--- config.mk ---
export PLATFORM = sky130hd
export DESIGN_NAME = qbus_slave_seq_flat
export DESIGN_NICKNAME = d
export VERILOG_FILES = /design/src/rtl/qbus_slave_seq_if.sv /design/src/rtl/qbus_slave_seq.sv /design/src/flat_wrapper.sv
export SDC_FILE = /design/constraint.sdc
export NUM_CORES = 1
export LEC_CHECK = 0
export CORE_MARGIN = 3
export CORE_UTILIZATION = 50
export DETAILED_ROUTE_END_ITERATION = 8
export GPL_TIMING_DRIVEN = 0
export PLACE_DENSITY_LB_ADDON = 0.15
export SLEW_MARGIN = 20
export SYNTH_ARGS = -nofsm -noshare
export SYNTH_HDL_FRONTEND = slang
export SYNTH_SLANG_ARGS = --single-unit
export TNS_END_PERCENT = 10
--- constraint.sdc ---
create_clock -name clk20 -period 1.7 [get_ports clk20]
set_input_delay 0.255 -clock clk20 [delete_from_list [all_inputs] [get_ports clk20]]
set_output_delay 0.255 -clock clk20 [all_outputs]
set_load 0.01 [all_outputs]
--- src/rtl/qbus_slave_seq_if.sv ---
// QBUS slave-side signal bundle: raw async bus strobes in, registered replies and device strobes out.
// Latency: none (wires only).
// Backpressure: none beyond the QBUS SYNC/DIN/DOUT/RPLY handshake carried here.
interface qbus_slave_seq_if;
    logic RSYNC;
    logic RDIN;
    logic RDOUT;
    logic RINIT;
    logic addr_match;
    logic TRPLY;
    logic DALtx;
    logic DALbe;
    logic DALst;
    logic rd_stb;
    logic wr_stb;
    logic busy;
    logic err;

    modport slave (
        input  RSYNC, RDIN, RDOUT, RINIT, addr_match,
        output TRPLY, DALtx, DALbe, DALst, rd_stb, wr_stb, busy, err
    );

    modport master (
        output RSYNC, RDIN, RDOUT, RINIT, addr_match,
        input  TRPLY, DALtx, DALbe, DALst, rd_stb, wr_stb, busy, err
    );
endinterface

--- src/rtl/qbus_slave_seq.sv ---
// QBUS DATI/DATO/DATIO(B) slave-cycle sequencer on clk20; reply timeout enabled by QSIC_SLAVE_TIMEOUT_EN.
// Latency: raw strobe +2 sync cycles, then TRPLY +1 on writes and +SETTLE+1 on reads.
// Backpressure: TRPLY held until the master drops its strobe; loss of SYNC aborts immediately.
module qbus_slave_seq #(
    parameter int unsigned SETTLE  = 2,
    parameter logic [7:0]  TIMEOUT = 8'd255
) (
    input  logic            clk20,
    input  logic            reset,
    qbus_slave_seq_if.slave bus
);

    localparam logic [3:0] SETTLE_LAST = 4'(SETTLE - 1);

    typedef enum logic [2:0] {
        IDLE          = 3'd0,
        WAIT_STROBE   = 3'd1,
        RD_SETTLE     = 3'd2,
        RD_REPLY      = 3'd3,
`ifdef QSIC_SLAVE_TIMEOUT_EN
        WAIT_SYNC_END = 3'd5,
`endif
        WR_REPLY      = 3'd4
    } state_t;

    // Two-flop synchronizers: {RINIT, addr_match, RDOUT, RDIN, RSYNC}
    logic [4:0] sync1_q, sync1_d;
    logic [4:0] sync2_q, sync2_d;
    logic       s_rsync, s_rdin, s_rdout, s_rinit, s_match;
    logic       clear;

    always_comb begin
        sync1_d = {bus.RINIT, bus.addr_match, bus.RDOUT, bus.RDIN, bus.RSYNC};
        sync2_d = sync1_q;
    end

    assign {s_rinit, s_match, s_rdout, s_rdin, s_rsync} = sync2_q;
    assign clear = reset | s_rinit;

    always_ff @(posedge clk20) begin
        if (reset) begin
            sync1_q <= '0;
            sync2_q <= '0;
        end else begin
            sync1_q <= sync1_d;
            sync2_q <= sync2_d;
        end
    end

    state_t     state_q, state_d;
    logic [3:0] settle_q, settle_d;
    logic       busy_q, busy_d;
    logic       trply_q, trply_d;
    logic       daltx_q, daltx_d;
    logic       dalbe_q, dalbe_d;
    logic       dalst_q, dalst_d;
    logic       rd_stb_q, rd_stb_d;
    logic       wr_stb_q, wr_stb_d;

`ifdef QSIC_SLAVE_TIMEOUT_EN
    logic [7:0] tmo_q, tmo_d;
    logic       err_q, err_d;
    logic       tmo_hit;
`else
    logic       unused_timeout;
    assign unused_timeout = ^TIMEOUT;
`endif

    // SYNC loss outranks every other transition, including the timeout.
    always_comb begin
        state_d  = state_q;
        settle_d = settle_q;
`ifdef QSIC_SLAVE_TIMEOUT_EN
        tmo_hit  = ((state_q == RD_REPLY) || (state_q == WR_REPLY)) && (tmo_q == TIMEOUT);
`endif
        if ((state_q != IDLE) && !s_rsync) begin
            state_d = IDLE;
`ifdef QSIC_SLAVE_TIMEOUT_EN
        end else if (tmo_hit) begin
            state_d = WAIT_SYNC_END;
`endif
        end else begin
            case (state_q)
                IDLE: begin
                    if (s_rsync && s_match) state_d = WAIT_STROBE;
                end
                WAIT_STROBE: begin
                    if (s_rdin) begin
                        state_d  = RD_SETTLE;
                        settle_d = '0;
                    end else if (s_rdout) begin
                        state_d = WR_REPLY;
                    end
                end
                RD_SETTLE: begin
                    settle_d = settle_q + 4'd1;
                    if (settle_q == SETTLE_LAST) state_d = RD_REPLY;
                end
                RD_REPLY: begin
                    if (!s_rdin) state_d = WAIT_STROBE;
                end
                WR_REPLY: begin
                    if (!s_rdout) state_d = WAIT_STROBE;
                end
`ifdef QSIC_SLAVE_TIMEOUT_EN
                WAIT_SYNC_END: state_d = WAIT_SYNC_END;
`endif
                default: state_d = IDLE;
            endcase
        end
    end

    // Outputs are decoded from the next state so they line up with the state register.
    always_comb begin
        busy_d   = (state_d != IDLE);
        daltx_d  = (state_d == RD_SETTLE) || (state_d == RD_REPLY);
        dalbe_d  = (state_d == RD_REPLY);
        dalst_d  = (state_d == RD_REPLY);
        trply_d  = (state_d == RD_REPLY) || (state_d == WR_REPLY);
        rd_stb_d = (state_d == RD_REPLY) && (state_q != RD_REPLY);
        wr_stb_d = (state_d == WR_REPLY) && (state_q != WR_REPLY);
    end

    always_ff @(posedge clk20) begin
        if (clear) begin
            state_q  <= IDLE;
            settle_q <= '0;
            busy_q   <= 1'b0;
            trply_q  <= 1'b0;
            daltx_q  <= 1'b0;
            dalbe_q  <= 1'b0;
            dalst_q  <= 1'b0;
            rd_stb_q <= 1'b0;
            wr_stb_q <= 1'b0;
        end else begin
            state_q  <= state_d;
            settle_q <= settle_d;
            busy_q   <= busy_d;
            trply_q  <= trply_d;
            daltx_q  <= daltx_d;
            dalbe_q  <= dalbe_d;
            dalst_q  <= dalst_d;
            rd_stb_q <= rd_stb_d;
            wr_stb_q <= wr_stb_d;
        end
    end

`ifdef QSIC_SLAVE_TIMEOUT_EN
    always_comb begin
        tmo_d = tmo_q;
        if ((state_d == RD_REPLY) || (state_d == WR_REPLY)) begin
            tmo_d = (state_d != state_q) ? 8'd0 : tmo_q + 8'd1;
        end
        err_d = err_q | (tmo_hit & s_rsync);
    end

    always_ff @(posedge clk20) begin
        if (clear) begin
            tmo_q <= '0;
            err_q <= 1'b0;
        end else begin
            tmo_q <= tmo_d;
            err_q <= err_d;
        end
    end

    assign bus.err = err_q;
`else
    assign bus.err = 1'b0;
`endif

    assign bus.busy   = busy_q;
    assign bus.TRPLY  = trply_q;
    assign bus.DALtx  = daltx_q;
    assign bus.DALbe  = dalbe_q;
    assign bus.DALst  = dalst_q;
    assign bus.rd_stb = rd_stb_q;
    assign bus.wr_stb = wr_stb_q;

endmodule
--- src/flat_wrapper.sv ---
// flat-port wrapper written by rule: the top's interface ports become plain ports
module qbus_slave_seq_flat 
#(
    parameter int unsigned SETTLE  = 2,
    parameter logic [7:0]  TIMEOUT = 8'd255
)
  (clk20, reset, bus_RSYNC, bus_RDIN, bus_RDOUT, bus_RINIT, bus_addr_match, bus_TRPLY, bus_DALtx, bus_DALbe, bus_DALst, bus_rd_stb, bus_wr_stb, bus_busy, bus_err);
  qbus_slave_seq_if bus_i ();
  input  logic clk20;
  input  logic reset;
  input wire logic [$bits(bus_i.RSYNC)-1:0] bus_RSYNC;
  input wire logic [$bits(bus_i.RDIN)-1:0] bus_RDIN;
  input wire logic [$bits(bus_i.RDOUT)-1:0] bus_RDOUT;
  input wire logic [$bits(bus_i.RINIT)-1:0] bus_RINIT;
  input wire logic [$bits(bus_i.addr_match)-1:0] bus_addr_match;
  output wire logic [$bits(bus_i.TRPLY)-1:0] bus_TRPLY;
  output wire logic [$bits(bus_i.DALtx)-1:0] bus_DALtx;
  output wire logic [$bits(bus_i.DALbe)-1:0] bus_DALbe;
  output wire logic [$bits(bus_i.DALst)-1:0] bus_DALst;
  output wire logic [$bits(bus_i.rd_stb)-1:0] bus_rd_stb;
  output wire logic [$bits(bus_i.wr_stb)-1:0] bus_wr_stb;
  output wire logic [$bits(bus_i.busy)-1:0] bus_busy;
  output wire logic [$bits(bus_i.err)-1:0] bus_err;
  assign bus_i.RSYNC = bus_RSYNC;
  assign bus_i.RDIN = bus_RDIN;
  assign bus_i.RDOUT = bus_RDOUT;
  assign bus_i.RINIT = bus_RINIT;
  assign bus_i.addr_match = bus_addr_match;
  assign bus_TRPLY = bus_i.TRPLY;
  assign bus_DALtx = bus_i.DALtx;
  assign bus_DALbe = bus_i.DALbe;
  assign bus_DALst = bus_i.DALst;
  assign bus_rd_stb = bus_i.rd_stb;
  assign bus_wr_stb = bus_i.wr_stb;
  assign bus_busy = bus_i.busy;
  assign bus_err = bus_i.err;
  qbus_slave_seq #(.SETTLE(SETTLE), .TIMEOUT(TIMEOUT)) u_core (.clk20(clk20), .reset(reset), .bus(bus_i));
endmodule
==> qor.yml, run 1 <==
cts_hold_buf: 0
fin_util_pct: 64.5
power_density_mw_per_mm2: 740
setup_ws_ps: 183
coreArea_sq_mm: 0.00176
rows: 15
yosysSeqAreaShare_pct: 48.4
synth_xor_area_share_pct: 0
n_antenna_cell: 0
syn-num-nets: 108
hold_path.class: "register to register"
ctsResizeCount: 0
overflow: 0
hold_violations: 0
total_power_uw: 842
yosys.area_share.adder_pct: 2.63
drv_cap: 0
wl_per_cell_um: 11.6
area_growth_pct: 19.7
grt_use_total_pct: 15.7
drive_above_1_share_pct: 12.1
grt_pass1_wl_mm: 2.88
crit_path_start_kind: "register"
reg2reg_depth: 5
async_flop_share_pct: 0
ys.flop_type: "dfxtp_1"
die-area_sq_mm: 0.00246
synth_edf_count: 0
design_area_sq_mm: 0.00114
synthMuxAreaShare_pct: 0
boundaryPins: 15
dr.first_iter.drc_count: 12
clkTransAtPathRegs_ps: 110
cp_slowest_cell: "clkdlybuf4s50_1"
ys_ff_latch: 23
mappedNetlistArea_sq_um: 951
finalNonFillerCells: 141
h-tree-depth: 1
cts_tree: "yes"
portBuffers: 13
grt_start_max_net_pins: 13
end_kind: "output port"
die_height_um: 49.6
final-max-slew-violation-count: 0
num_vias: 734
arrival_ps: 1260
drtAntennaViolNets: 0
finalSetupViolCount: 0
synthCells: 99
grt_pass1_vias: 650
status: "complete, no violations"
cts_buffer_depth: 2
synthSimpleGateAreaFrac_pct: 26.4
worstHoldPathCells: 1
place_ws_ps: 17.4
slowest_delay_ps: 520
p_leak_nw: 0.418
synth_compound_area_share_pct: 16.3
min_period_ps: 1520
worstPathMaxFanout: 2
ys_types: 39
synth_top_family_by_area: "simple AND/OR/NAND/NOR gates"
postCtsSetupBuffers: 0
place_congestion: 0.831
dp.cells: 137
grt_antenna_before_repair: 0
finalSetupTns_ps: 0
clock_latency_ps: 300
wl_mm: 1.64
required_ps: 1440
via_per_inst: 5.21
vdd_drop_max_v: 0.000750
drt_first_pass_iters: 4
start_util_pct: 53.9
syn_area_per_cell_sq_um: 9.61
die_x_um: 49.6
rsz0062_at_grt: "no"
drc: 0
fmax_mhz: 659
cts_root_buf: "clkbuf_4"
fin_hold_ws_ps: 444
cts_buffers: 3
numClockSinks: 23
hpwlAfterDp_mm: 1.22
synth-warning-count: 0
crit_type: "register to output port"
fin_nets: 126
finalClockSkew_ps: 2.22
placed_area_sq_mm: 0.00111
post-route-period-util_pct: 89.2
crit_chain: "buf_4 -> clkdlybuf4s50_1"
[routing by layer]
layer | vias up | global-route usage, % | wire, um
li1 | 373 | - | -
met1 | 323 | 18.0 | 719
met2 | 29 | 24.0 | 730
met3 | 9 | 5.74 | 126
met4 | 0 | 10.6 | 61
met5 | - | 0 | 0
[worst max-delay path: cells and delay by family (launching register included)]
kind | cells | cell delay (ps)
buffers and inverters | 2 | 620
DFF | 1 | 340
[flip-flops by register name, indices dropped and copies added (netlist names)]
name / count
u_core.bus.DALst: 1
u_core.bus.DALtx: 1
u_core.bus.TRPLY: 1
u_core.bus.busy: 1
u_core.bus.rd_stb: 1
u_core.bus.wr_stb: 1
u_core.settle_q: 4
u_core.state_q: 3
u_core.sync1_q: 5
u_core.sync2_q: 5
[area by class of cell]
type / instances / area, sq um
Multi-Input combinational cell: 66 / 435
Sequential cell: 23 / 460
Buffer: 7 / 43.8
Inverter: 3 / 11.3
Timing Repair Buffer: 13 / 130
Tap cell: 25 / 31.3
Clock buffer: 4 / 26.3
Fill cell: 172 / 626
[final timing paths]
check	start	end	slack (ps)
setup reg to reg	u_core.settle_q[0]	u_core.bus.rd_stb	200
setup / recovery	u_core.bus.DALst	bus_DALst	180
hold / removal	u_core.sync1_q[0]	u_core.sync2_q[0]	440
hold reg to reg	u_core.sync1_q[0]	u_core.sync2_q[0]	440
[cell usage in the layout, fill, tap and decap left out, types with 2 or more instances in the layout]
cell and count:
dfxtp_1 23, clkdlybuf4s50_1 13, nor2b_1 11, nand2_1 6
nor2_1 6, a21oi_1 6, inv_1 3, clkbuf_1 3
nand2b_1 3, nor3_1 3, clkbuf_4 3, buf_2 2
nor4b_1 2, nand3_1 2, and3_1 2, ha_1 2
buf_4 2
[synth_stat cells (2+ instances only)]
master / instances / area share, %
nand2b_1: 3 / 2.0
nand2_1: 6 / 2.4
nand3_1: 2 / 1.1
ha_1: 2 / 2.6
and3_1: 2 / 1.3
nor2_1: 6 / 2.4
inv_1: 3 / 1.2
clkbuf_1: 2 / 0.79
buf_2: 2 / 1.1
dfxtp_1: 23 / 48
nor2b_1: 11 / 7.2
buf_4: 2 / 1.6
a21oi_1: 6 / 3.2
nor3_1: 3 / 1.6
nor4b_1: 2 / 1.8
[cells by family after synthesis]
logic type | count (synthesis)
other cells | 1
fa+ha+maj | 2
flops | 23
simple gates | 43
compound gates | 20
buf+inv | 10
[where the power goes]
part / switching, mW / internal, mW / total, mW
Clock: 0.147 / 0.0916 / 0.238
Sequential: 0.00521 / 0.550 / 0.555
Combinational: 0.0209 / 0.0278 / 0.0487
Note: power is estimated with default switching activity, not from simulation.
==> run 2, diff against run 1 <==
--- a/config.mk
+++ b/config.mk
@@ -5,8 +5,10 @@
 export SDC_FILE = /design/constraint.sdc
 export NUM_CORES = 1
 export LEC_CHECK = 0
+export CAP_MARGIN = 0
 export CORE_MARGIN = 3
 export CORE_UTILIZATION = 50
+export CTS_CLUSTER_DIAMETER = 60
 export DETAILED_ROUTE_END_ITERATION = 8
 export GPL_TIMING_DRIVEN = 0
 export PLACE_DENSITY_LB_ADDON = 0.15
==> results of run 2 <==
The final DEF is identical to that of run 1; final timing and power are the same.
